File: config.mk
export PLATFORM = sky130hd
export DESIGN_NAME = back_end
export DESIGN_NICKNAME = d
export VERILOG_FILES = /design/src/rtl/accel_pkg.sv /design/src/rtl/axis_out_buf.sv /design/src/rtl/back_end.sv
export SDC_FILE = /design/constraint.sdc
export NUM_CORES = 1
export LEC_CHECK = 0
export BUFFER_PORTS_ARGS = -buffer_cell sky130_fd_sc_hd__buf_2
export CORE_MARGIN = 2
export CORE_UTILIZATION = 40
export CTS_BUF_LIST = sky130_fd_sc_hd__clkbuf_16
export CTS_CLUSTER_DIAMETER = 100
export DETAILED_ROUTE_END_ITERATION = 16
export MAX_ROUTING_LAYER = met4
export PLACE_DENSITY = 0.6
export REMOVE_ABC_BUFFERS = 1
export SYNTH_ARGS = -nofsm -noshare
export SYNTH_HDL_FRONTEND = slang
export SYNTH_SLANG_ARGS = --single-unit
export TNS_END_PERCENT = 5
File: constraint.sdc
create_clock -name aclk -period 3.78 [get_ports aclk]
set_clock_uncertainty 0.15 [all_clocks]
set_input_delay 0.378 -clock aclk [delete_from_list [all_inputs] [get_ports aclk]]
set_output_delay 0.378 -clock aclk [all_outputs]
set_load 0.05 [all_outputs]
File: src/rtl/accel_pkg.sv
// Shared accelerator definitions: FSM state encodings and default datapath widths.
package accel_pkg;

  localparam int unsigned DEF_DATA_WIDTH = 32;
  localparam int unsigned DEF_LEN_WIDTH  = 16;

  typedef enum logic [1:0] {
    FE_IDLE    = 2'd0,
    FE_LOAD    = 2'd1,
    FE_COMPUTE = 2'd2,
    FE_FLUSH   = 2'd3
  } fe_state_e;

  typedef enum logic [1:0] {
    BE_IDLE = 2'd0,
    BE_RUN  = 2'd1,
    BE_LAST = 2'd2,
    BE_DONE = 2'd3
  } be_state_e;

endpackage

File: src/rtl/axis_out_buf.sv
// Two-entry head/skid output buffer; head drives the stream, skid absorbs the
// word returning from the FIFO while the head is still waiting for a handshake.
module axis_out_buf
  import accel_pkg::*;
#(
  parameter int unsigned DATA_WIDTH = DEF_DATA_WIDTH
) (
  input  logic                  aclk,
  input  logic                  areset,
  input  logic                  wr,
  input  logic [DATA_WIDTH-1:0] wdata,
  input  logic                  pop,
  output logic [1:0]            occ,
  output logic [1:0]            occ_next_c,
  output logic                  valid,
  output logic [DATA_WIDTH-1:0] head
);

  logic [DATA_WIDTH-1:0] skid;
  logic [1:0]            occ_after_pop;

  always_comb begin
    occ_after_pop = occ - {1'b0, pop};
    occ_next_c    = occ_after_pop + {1'b0, wr};
  end

  // A returning word lands in head only if head is free once this pop retires.
  always_ff @(posedge aclk) begin
    if (areset) begin
      occ   <= 2'd0;
      valid <= 1'b0;
      head  <= '0;
      skid  <= '0;
    end else begin
      occ   <= occ_next_c;
      valid <= (occ_next_c != 2'd0);
      if (pop && (occ == 2'd2)) head <= skid;
      if (wr) begin
        if (occ_after_pop == 2'd0) head <= wdata;
        else                       skid <= wdata;
      end
    end
  end

endmodule

File: src/rtl/back_end.sv
// Output-side controller: drains the result FIFO into an AXI4-Stream master for
// a programmed word count, flags the final word with tlast, then pulses done.
module back_end
  import accel_pkg::*;
#(
  parameter int unsigned DATA_WIDTH = DEF_DATA_WIDTH,
  parameter int unsigned LEN_WIDTH  = DEF_LEN_WIDTH
) (
  input  logic                  aclk,
  input  logic                  areset,
  input  logic                  start,
  input  logic [LEN_WIDTH-1:0]  len,
  input  logic                  empty,
  input  logic [DATA_WIDTH-1:0] fifo_dout,
  output logic                  rden,
  output logic [DATA_WIDTH-1:0] m_axis_tdata,
  output logic                  m_axis_tvalid,
  input  logic                  m_axis_tready,
  output logic                  m_axis_tlast,
  output logic                  busy,
  output logic                  done
);

  be_state_e            state, state_next;
  logic [LEN_WIDTH-1:0] to_issue, to_send, to_send_next;
  logic                 inflight, pop, accept;
  logic [1:0]           occ, occ_next;
  logic [2:0]           pending;

  assign pop     = m_axis_tvalid && m_axis_tready;
  assign accept  = (state == BE_IDLE) && start;
  // Words that will occupy the buffer after this cycle, excluding a new read.
  assign pending = 3'(occ) + 3'(inflight) - 3'(pop);

  always_ff @(posedge aclk) begin
    if (areset) state <= BE_IDLE;
    else        state <= state_next;
  end

  always_comb begin
    state_next = state;
    rden       = 1'b0;
    case (state)
      BE_IDLE: begin
        if (start) state_next = (len != '0) ? BE_RUN : BE_DONE;
      end
      BE_RUN: begin
        rden = !empty && (to_issue != '0) && (pending < 3'd2);
        if (rden && (to_issue == LEN_WIDTH'(1))) state_next = BE_LAST;
      end
      BE_LAST: begin
        if (pop && (to_send == LEN_WIDTH'(1))) state_next = BE_DONE;
      end
      BE_DONE: state_next = BE_IDLE;
      default: state_next = BE_IDLE;
    endcase
  end

  always_comb begin
    to_send_next = to_send;
    if (accept)   to_send_next = len;
    else if (pop) to_send_next = to_send - LEN_WIDTH'(1);
  end

  // tlast is precomputed so it registers alongside the word it qualifies.
  always_ff @(posedge aclk) begin
    if (areset) begin
      to_issue     <= '0;
      to_send      <= '0;
      inflight     <= 1'b0;
      busy         <= 1'b0;
      done         <= 1'b0;
      m_axis_tlast <= 1'b0;
    end else begin
      inflight <= rden;
      to_send  <= to_send_next;
      if (accept)    to_issue <= len;
      else if (rden) to_issue <= to_issue - LEN_WIDTH'(1);
      busy         <= (state_next != BE_IDLE);
      done         <= (state_next == BE_DONE);
      m_axis_tlast <= (occ_next != 2'd0) && (to_send_next == LEN_WIDTH'(1));
    end
  end

  axis_out_buf #(
    .DATA_WIDTH(DATA_WIDTH)
  ) u_buf (
    .aclk      (aclk),
    .areset    (areset),
    .wr        (inflight),
    .wdata     (fifo_dout),
    .pop       (pop),
    .occ       (occ),
    .occ_next_c(occ_next),
    .valid     (m_axis_tvalid),
    .head      (m_axis_tdata)
  );

endmodule
== Word level (Yosys, flattened, before mapping) ==
Cells that the tools add are included.
Widths: inputs -> output; s select.
Cells by class
  add/sub/neg operators: 6
  magnitude comparators: 1
  eq/ne operators: 8
  multiplexer cells: 13
  bitwise operators: 1
  reductions and logical operators: 17
Operators with widths (number)
  $mux 32: 3
  $mux 16: 4
  $eq 16x1->1 const B: 3
  $reduce_bool 16->1: 2
  $sub 16x1->16 const B: 2
  $eq 2x2->1 const B: 4
  $logic_and 1x1->1: 8
  $mux 2: 4
  $pmux 2 s4: 1
  $reduce_bool 2->1: 3
  $logic_not 2->1: 2
  $add 2x1->3: 1
  $lt 3x2->1 const B: 1
  $sub 3x1->3: 1
  $add 2x1->2: 1
  $eq 2x1->1 const B: 1
  $reduce_and 2->1: 1
  $sub 2x1->2: 1
  $logic_not 1->1: 1
  $mux 1: 1
  $not 1->1: 1
Word-level totals
  register bits after elaboration: 105
  input bits: 53
  output and inout bits: 37
  word-level logic and storage cells: 57

== Longest topological paths before layout ==
Gate-level depths: netlist of the first run.
  depth after elaboration: 8
  mapped depth: 11
  gate-level depth less buffers: 10

== Hierarchy ==
A second synthesis of the first run with hierarchy kept.
Second synthesis, totals
  cells, all modules: 602
  area, all modules: 5426.5 um^2
By module, submodules not included
  axis_out_buf: instances 1, cells an instance 337, area each 3263.1 um^2, sequential area each 1341.3 um^2
  back_end: instances 1, cells an instance 265, area each 2163.3 um^2, sequential area each 760.7 um^2

== Worst setup path before layout of the first run ==
No wires, ideal clock.
  kind: reg2reg
  start point: reg u_buf.valid
  end point: reg to_issue[10]
  setup time: 0.132 ns
  arrival: 3.467 ns
  required time: 3.498 ns
  path slack: 0.031 ns
  stages on the path, launching flop included: 12
  path buffers: 2
  clock period less this slack: 3.749 ns
  path through: dfxtp_1 > nand2_1 > nor2_1 > clkbuf_1 > fa_1 > xor2_1 > or4_4 > a31oi_4 > buf_2 > nand2_1 > o311ai_0 > a21oi_1
Between the ends
  word-level cells in the longest chain between the ends: 6
RTL lines
  start, declared: line axis_out_buf.sv:15  | output logic valid,
  start signal, assigned: line axis_out_buf.sv:36  | valid <= (occ_next_c != 2'd0);
  $logic_and 1x1->1: line back_end.sv:30  | assign pop = m_axis_tvalid && m_axis_tready;
  $sub 3x1->3: line back_end.sv:33  | assign pending = 3'(occ) + 3'(inflight) - 3'(pop);
  $lt 3x2->1: line back_end.sv:48  | rden = !empty && (to_issue != '0) && (pending < 3'd2);
  $logic_and 1x1->1: line back_end.sv:48
  $mux 1: line back_end.sv:43  | case (state)
  via rden: line back_end.sv:15  | output logic rden,
  $reduce_bool 2->1 (no line)
  end signal, assigned: line back_end.sv:77  | if (accept) to_issue <= len;
  end signal, assigned: line back_end.sv:78  | else if (rden) to_issue <= to_issue - LEN_WIDTH'(1);
  end, declared: line back_end.sv:25  | logic [LEN_WIDTH-1:0] to_issue, to_send, to_send_next;
The timed path passes the listed nets, and every way through them passes these cells.
A chain may end at the register's enable or synchronous reset.

== Worst setup path in the final report of the first run ==
  start point: reg u_buf.valid
  end point: out rden
Between the ends
  word-level cells in the longest chain between the ends: 5
RTL lines (line)
  $logic_and 1x1->1: back_end.sv:30
  $sub 3x1->3: back_end.sv:33
  $lt 3x2->1: back_end.sv:48
  $logic_and 1x1->1: back_end.sv:48
  $mux 1: back_end.sv:43
  end, declared: back_end.sv:15
No other way between the ends.

==> results.json, run 1 <==
{
  "vias_per_cell": 5.63,
  "slew_viol_final": 0,
  "max_cap_violations": 0,
  "syn2layout_area_growth_pct": 18.1,
  "antenna_left": 0,
  "yosysTopAreaCell": "dfxtp_1",
  "ys_types": 57,
  "vias": 4595,
  "cts_setup_buffers": 0,
  "utilization_pct": 47.9,
  "drc": 0,
  "cp.required_ps": 3250,
  "ys_seq_area_share_pct": 43.5,
  "ys_ff_latch": 105,
  "clk_pin_slew_ps": 70,
  "cp-start-kind": "flop",
  "synthTopCellsByCount": "nand2_1, dfxtp_1, nor2_1, a21oi_1, clkbuf_1",
  "grt_pass1_wl_um": 21200,
  "status": "completed",
  "relSlewSlack_pct": 21.7,
  "top_level_ports": 90,
  "cts-resized-gates": 0,
  "path_cells": "nand2_1 > xnor2_2 > nand2_1 > fa_1 > xor2_1 > or4_4 > a31oi_4 > buf_2",
  "critical-path-top-delay-family": "simple AND/OR/NAND/NOR gates",
  "clk_latency_ps": 350,
  "synth_edf_count": 0,
  "hold_path_class": "in -> reg",
  "cts_sinks": 105,
  "place_hpwl_um": 8860,
  "cpMostUsedCell": "nand2_1",
  "worst-setup-path-type": "reg -> out",
  "critical_path_depth": 8,
  "synth_area_per_cell_um2": 8.09,
  "stdcell_area_mm2": 0.00570,
  "rows": 40,
  "async_flop_share_pct": 0,
  "io_buffers": 89,
  "syn_area_mm2": 0.00483,
  "overflow": 0,
  "drt_wl_total_um": 13000,
  "tightest_slew_ps": 1170,
  "synth_most_common_cell": "nand2_1",
  "endpoint_kind": "output port",
  "first_pass_iters": 5,
  "power.density_mw_per_mm2": 551,
  "yosysTopAreaCellShare_pct": 43.5,
  "layout_min_cycle_time_ps": 3580,
  "grt_pass1_vias": 4270,
  "numCtsBuffers": 9,
  "crit_fanout": 11,
  "timing.setup.tns_ps": 0,
  "coreArea_mm2": 0.0119,
  "antenna_cells": 0,
  "postCtsHoldBufs": 0,
  "globalplace.congestion": 0.862,
  "hold_depth": 3,
  "netlist_instances": 597,
  "drive_above_1_share_pct": 20.3,
  "grt_max_degree": 47,
  "max_freq_mhz": 280,
  "p_leak_nw": 2.15,
  "reg2reg_setup_slack_ps": 420,
  "setup_viol": 0,
  "cts_tree": "done",
  "die_h_um": 114,
  "ctsLongestPathBuffers": 2,
  "arrival_ps": 3050,
  "grtUsageTotal_pct": 20.7,
  "initial_core_util_pct": 40.5,
  "placement.cell_area_mm2": 0.00541,
  "wl_per_cell_um": 15.9,
  "drtIter0Drc": 333,
  "critPathMaxStageDelay_ps": 560,
  "hold_viol": 0,
  "min_period_over_period_pct": 94.6,
  "cp_slowest_cell": "or4_4",
  "worstRegToRegCells": 10,
  "ir_worst_vdd_mv": 0.195,
  "yosys_warnings": 0,
  "crit_buf_inv": 1,
  "fp.dieW_um": 114,
  "antenna_found_initial": 0,
  "design.die.area_mm2": 0.0130,
  "synth_area_leaders": "dfxtp_1, nand2_1, a311oi_1, a21oi_1, nor2_1",
  "layout.nets": 726,
  "h-tree-depth": 3,
  "rsz0062_at_grt": "no",
  "synth_ff_type": "dfxtp_1",
  "cts-root-buf": "clkbuf_16"
}
## worst min-delay path, stage by stage
cell	delay (ps)
buf_2	100
nand2_1	50
a21oi_1	50
## cells by family after synthesis
| family | Yosys count | synth area share (%) |
|---|---|---|
| xor gates and xnor gates | 18 | 3.27 |
| DFF | 105 | 43.5 |
| AOI/OAI and AO/OA | 132 | 19.5 |
| adders and majority gates | 7 | 1.97 |
| muxes | 1 | 0.207 |
| buffers and inverters | 53 | 4.30 |
| and+or+nand+nor | 281 | 27.2 |
## state kept, by name, summed over array words and instances, names as in the netlist
name and count:
busy 1, done 1, inflight 1, m_axis_tlast 1
state 2, to_issue 16, to_send 16, u_buf.head 32
u_buf.occ 2, u_buf.skid 32, u_buf.valid 1
## path summary, 6_finish.rpt
kind | from | end
min reg2reg | u_buf.skid[31] | u_buf.skid[31]
max reg2reg | u_buf.valid | to_issue[6]
min | fifo_dout[13] | u_buf.skid[13]
max | u_buf.valid | rden
## placed cells by master, fill, tap and decap left out, types with 3 or more instances in the layout
cell type and n:
o311ai_0 3, nand2b_1 3, a31oi_1 6, a311oi_1 32
a21oi_1 50, a22oi_1 4, nand3_1 37, nor4_1 12
xnor2_1 10, a31o_2 3, buf_4 11, a211oi_1 9
inv_1 10, nor3_1 13, buf_2 89, nand2_1 120
ha_1 6, o211ai_1 3, or3_1 3, clkbuf_16 9
o21ai_0 3, or4_1 5, xor2_1 7, nor2b_1 4
nand4_1 3, nor2_1 57, dfxtp_1 105, a32oi_1 3
## layout make-up
class | count | area [um^2]
flip-flops and latches | 105 | 2100
repair buffers | 101 | 548
inverters | 10 | 37.5
clock inverters | 5 | 63.8
fillers | 1149 | 6210
multi-input cells | 439 | 2540
well taps | 147 | 184
clock buffers | 9 | 225
## where the power goes
part / total [W] / internal, W / switching (W) / leakage (nW)
clock network: 0.000938 / 0.000513 / 0.000426 / 0.138
logic: 0.000898 / 0.000277 / 0.000622 / 1.15
registers: 0.00131 / 0.00122 / 0.0000853 / 0.855
total: 0.00314 / 0.00201 / 0.00113 / 2.15
## metal layers
layer  wire [um]  vias up  global-route usage, %
li1            -     2275                      -
met1        6090     2197                   27.0
met2        6080      107                   32.9
met3         568       16                   3.35
met4         218        0                   6.59
met5           0        -                      -
## per-stage QoR
stage               cells  hold slack [ps]  power [W]  worst slack, ps
floorplan             554              281    0.00194             -882
global placement      802              291    0.00220              349
detailed placement    802              297    0.00222              235
CTS                   816              119    0.00315             96.3
global route          816              116    0.00330             56.1
finish                816              124    0.00314              203
No activity file was read; power rests on OpenSTA's default activity.
==> inputs of run 2 (changes only) <==
--- a/config.mk
+++ b/config.mk
@@ -6,13 +6,15 @@
 export NUM_CORES = 1
 export LEC_CHECK = 0
 export BUFFER_PORTS_ARGS = -buffer_cell sky130_fd_sc_hd__buf_2
+export CELL_PAD_IN_SITES_DETAIL_PLACEMENT = 0
+export CELL_PAD_IN_SITES_GLOBAL_PLACEMENT = 1
 export CORE_MARGIN = 2
 export CORE_UTILIZATION = 40
 export CTS_BUF_LIST = sky130_fd_sc_hd__clkbuf_16
 export CTS_CLUSTER_DIAMETER = 100
 export DETAILED_ROUTE_END_ITERATION = 16
 export MAX_ROUTING_LAYER = met4
-export PLACE_DENSITY = 0.6
+export PLACE_DENSITY = 0.77
 export REMOVE_ABC_BUFFERS = 1
 export SYNTH_ARGS = -nofsm -noshare
 export SYNTH_HDL_FRONTEND = slang
==> constraint.sdc (replaced) <==
create_clock -name aclk -period 3.6 [get_ports aclk]
set_clock_uncertainty 0.15 [all_clocks]
set_input_delay 0.36 -clock aclk [delete_from_list [all_inputs] [get_ports aclk]]
set_output_delay 0.36 -clock aclk [all_outputs]
set_load 0.05 [all_outputs]
==> results.json, run 2 (same netlist as run 1, synthesis figures left out) <==
{
  "first_pass_iters": 5,
  "crit_fanout": 8,
  "rsz0062_at_grt": "no",
  "whs_ps": 107,
  "grtUsageTotal_pct": 20.6,
  "cts-root-buf": "clkbuf_16",
  "arrival_ps": 2850,
  "antenna_found_initial": 0,
  "ctsLongestPathBuffers": 2,
  "worst-setup-path-type": "reg -> out",
  "hold_path_class": "in -> reg",
  "drtIter0Drc": 268,
  "status": "completed",
  "setup_viol": 0,
  "drive_above_1_share_pct": 20.5,
  "top_level_ports": 90,
  "numCtsBuffers": 9,
  "io_buffers": 89,
  "hold_viol": 0,
  "clk_pin_slew_ps": 70,
  "largestRegisters": "u_buf.head x32, u_buf.skid x32",
  "max_cap_violations": 0,
  "endpoint_kind": "output port",
  "wl_per_cell_um": 15.8,
  "grt_pass1_wl_um": 21000,
  "min_period_over_period_pct": 93.3,
  "mostFrequentLayoutCell": "nand2_1",
  "overflow": 0,
  "cp-start-kind": "flop",
  "final_cell_mix": "nand2_1, dfxtp_1, buf_2",
  "power_w": 0.00325,
  "h-tree-depth": 3,
  "initial_core_util_pct": 40.5,
  "relSlewSlack_pct": 39.2,
  "slew_viol_final": 0,
  "postCtsHoldBufs": 0,
  "grt_pass1_vias": 4158,
  "vias_per_cell": 5.57,
  "cts_tree": "done",
  "rows": 40,
  "antenna_cells": 0,
  "fp.dieW_um": 114,
  "syn2layout_area_growth_pct": 18.2,
  "max_freq_mhz": 298,
  "layout_min_cycle_time_ps": 3360,
  "drc": 0,
  "layout.nets": 729,
  "coreArea_mm2": 0.0119,
  "grt_max_degree": 51,
  "vias": 4573,
  "tightest_slew_ps": 910,
  "power.density_mw_per_mm2": 570,
  "p_leak_nw": 2.16,
  "drt_wl_total_um": 12900,
  "design.die.area_mm2": 0.0130,
  "globalplace.congestion": 0.849,
  "die_h_um": 114,
  "clk_latency_ps": 340,
  "ir_worst_vdd_mv": 0.220,
  "antenna_left": 0,
  "cp.required_ps": 3090,
  "place_hpwl_um": 8720,
  "cts_sinks": 105
}
## run 2: changes by cell type in the layout (fill, tap and decap cells not counted), sizes merged
| cell | change |
|---|---|
| clkinvlp | -1 |
| clkbuf | +1 |
| clkinv | +1 |
| inv | +3 |
| buf | +2 |
| bufinv | -1 |
## run 2: area by class of cell
type | count | area, um^2
tap | 147 | 184
inverter | 10 | 37.5
clock buffer | 9 | 225
sequential | 105 | 2100
timing repair buffer | 104 | 573
fill | 1210 | 6200
multi-input combinational | 439 | 2530
clock inverter | 7 | 51.3
## run 2: power breakdown
group	total [W]	leakage [nW]	switching (W)	internal, W
Clock	0.000928	0.140	0.000452	0.000476
Sequential	0.00137	0.855	0.0000890	0.00128
Combinational	0.000952	1.16	0.000654	0.000298
Total	0.00325	2.16	0.00119	0.00206
## run 2: final timing paths
kind                    end  slack, ps     startpoint  depth (start not counted)
min          u_buf.skid[18]        110  fifo_dout[18]                          3
min reg2reg   u_buf.skid[1]        300  u_buf.skid[1]                          2
max reg2reg     to_issue[6]        410    u_buf.valid                         11
max                    rden        240    u_buf.valid                          9
## run 2: stage by stage
step	TNS [ps]	setup WS, ps	utilization, %	cell area (um^2)	std cells
2_1_floorplan	-53850	-1060	-	4660	554
3_3_place_gp	0	387	45.5	5420	804
3_5_place_dp	0	384	45.5	5420	804
4_1_cts	0	64.9	47.8	5700	820
5_1_grt	0	95.6	47.9	5710	821
6_report	0	241	47.9	5710	821
## run 2: routing by layer
layer  vias up  GRT usage, %  part of all wire (%)
li1       2284             -                     -
met1      2171          27.9                    48
met2       105          32.8                    47
met3        13          2.92                   4.2
met4         0          4.88                   1.4
met5         -             -                     0
## run 2: what timing repair did
action	4_1_cts	5_1_grt
resized for setup	0	1
buffers inserted	0	1
endpoints found under the setup margin	0	1
## run 2: critical path, cell delays in order, from the launching register on
cell,delay [ps]
dfxtp_1,390
nand2_1,110
xnor2_1,190
nand2_1,90
fa_1,380
xor2_1,200
or4_4,560
a31oi_4,170
buf_4,180
clkbuf_4,230
==> inputs of run 3 (changes only) <==
--- a/config.mk
+++ b/config.mk
@@ -14,7 +14,7 @@
 export CTS_CLUSTER_DIAMETER = 100
 export DETAILED_ROUTE_END_ITERATION = 16
 export MAX_ROUTING_LAYER = met4
-export PLACE_DENSITY = 0.77
+export PLACE_DENSITY = 0.76
 export REMOVE_ABC_BUFFERS = 1
 export SYNTH_ARGS = -nofsm -noshare
 export SYNTH_HDL_FRONTEND = slang
==> results.json, run 3 (same netlist as run 1, synthesis figures left out) <==
{
  "clk_pin_slew_ps": 70,
  "cts_tree": "done",
  "fin_ws_ps": 194,
  "utilization_pct": 48.1,
  "timing.rr.start": "u_buf.valid",
  "crit_fanout": 9,
  "holdCritStartpoint": "fifo_dout[19]",
  "cts-root-buf": "clkbuf_16",
  "fillers": 1210,
  "top_level_ports": 90,
  "clk_latency_ps": 350,
  "overflow": 0,
  "ctsLongestPathBuffers": 2,
  "min_period_over_period_pct": 94.6,
  "path_cells": "nand2_1 > xnor2_1 > nand2_1 > fa_1 > xor2_1 > or4_4 > a31oi_4 > clkbuf_4",
  "grtUsageTotal_pct": 21.7,
  "cp-start-kind": "flop",
  "layout_min_cycle_time_ps": 3410,
  "drt_wl_total_um": 13200,
  "drc": 0,
  "drtIter0Drc": 322,
  "cpMostUsedCell": "nand2_1",
  "vias": 4574,
  "first_pass_iters": 5,
  "max_freq_mhz": 294,
  "grt_max_degree": 71,
  "antenna_found_initial": 0,
  "whs_ps": 103,
  "hold_viol": 0,
  "final-seq-area_mm2": 0.00210,
  "arrival_ps": 2900,
  "postCtsHoldBufs": 0,
  "grt_pass1_vias": 4333,
  "syn2layout_area_growth_pct": 18.6,
  "cts_sinks": 105,
  "relSlewSlack_pct": 47.3,
  "slew_viol_final": 0,
  "endpoint_kind": "output port",
  "mostFrequentLayoutCell": "nand2_1",
  "drive_above_1_share_pct": 20.2,
  "die_h_um": 114,
  "p_leak_nw": 2.16,
  "design.die.area_mm2": 0.0130,
  "globalplace.congestion": 0.844,
  "critical-path-top-delay-family": "simple AND/OR/NAND/NOR gates",
  "initial_core_util_pct": 40.5,
  "wl_per_cell_um": 16.1,
  "h-tree-depth": 3,
  "max_cap_violations": 0,
  "io_buffers": 89,
  "worst-setup-path-type": "reg -> out",
  "critPathMaxStageDelay_ps": 550,
  "ir_worst_vdd_mv": 0.343,
  "cp_slowest_cell": "or4_4",
  "numCtsBuffers": 9,
  "cp.required_ps": 3090,
  "place_hpwl_um": 8770,
  "status": "completed",
  "crit_buf_inv": 1,
  "hold_depth": 3,
  "vias_per_cell": 5.58,
  "hold_path_class": "in -> reg",
  "reg2reg_setup_slack_ps": 370,
  "largestRegisters": "u_buf.head x32, u_buf.skid x32",
  "rsz0062_at_grt": "no",
  "multi_input_area_mm2": 0.00253,
  "final_cell_mix": "nand2_1, dfxtp_1, buf_2",
  "rows": 40,
  "worstRegToRegCells": 11,
  "coreArea_mm2": 0.0119,
  "fp.dieW_um": 114,
  "whs_endpoint": "u_buf.skid[19]",
  "pre_cts_slack_ps": 315,
  "r2r_end": "to_issue[10]",
  "layout.nets": 728,
  "antenna_left": 0,
  "tightest_slew_ps": 783,
  "antenna_cells": 0,
  "power.density_mw_per_mm2": 575,
  "timing.setup.tns_ps": 0,
  "grt_pass1_wl_um": 21800,
  "setup_viol": 0
}
-- run 3: cell types whose count changed in the layout (fill, tap and decap cells not counted) --
cell and change:
buf_12 +1, buf_2 -1, clkinvlp_4 +1, clkinv_1 +1, inv_6 -4, buf_4 -1, clkinv_2 +1, bufinv_16 +1
-- run 3: worst reg2reg max path, delay by kind of cell, from the launching register on --
kind / cells / cell delay [ps]
buffers and inverters: 1 / 210
DFF: 1 / 400
adders and majority gates: 1 / 390
and+or+nand+nor: 4 / 820
AOI/OAI and AO/OA: 3 / 720
xor gates and xnor gates: 2 / 390
-- run 3: per-stage QoR --
| stage | cell area [um^2] | cells | total power, W |
|---|---|---|---|
| after floorplan | 4660 | 554 | 0.00204 |
| after global placement | 5440 | 804 | 0.00234 |
| after detailed placement | 5440 | 804 | 0.00235 |
| after CTS | 5720 | 820 | 0.00333 |
| after global routing | 5730 | 820 | 0.00347 |
| final | 5730 | 820 | 0.00329 |
-- run 3: worst max path at each step --
stage	start	end	slack [ps]	cells after the start
2_1_floorplan	u_buf.valid	to_issue[6]	-1060	9
3_3_place_gp	m_axis_tready	to_issue[10]	370	12
3_5_place_dp	m_axis_tready	to_issue[10]	320	12
4_1_cts	u_buf.valid	rden	150	8
5_1_grt	u_buf.valid	rden	10	8
6_report	u_buf.valid	rden	190	8
-- run 3: area by class of cell --
cell class / count / area share, %
multi-input combinational: 439 / 44.3
tap: 147 / 3.21
timing repair buffer: 103 / 10.1
inverter: 10 / 0.656
clock buffer: 9 / 3.93
sequential: 105 / 36.7
clock inverter: 7 / 1.09
-- run 3: routing by layer --
layer / track usage (%) / wire [um] / up-vias
met5: - / 0 / -
met4: 6.18 / 146 / 0
met3: 4.36 / 533 / 11
met2: 33.8 / 6220 / 106
met1: 28.8 / 6340 / 2180
li1: - / - / 2277
-- run 3: what timing repair did --
item                                    in CTS  in global routing
gates resized for setup                      0                  1
buffers inserted                             0                  0
endpoints found under the setup margin       0                  1
hold endpoints to repair                     0                  0
-- run 3: report_power, final --
part / internal [W] / switching [W] / total, W
combinational: 0.000300 / 0.000656 / 0.000956
sequential: 0.00128 / 0.0000889 / 0.00137
clock: 0.000532 / 0.000432 / 0.000964
total: 0.00212 / 0.00118 / 0.00329
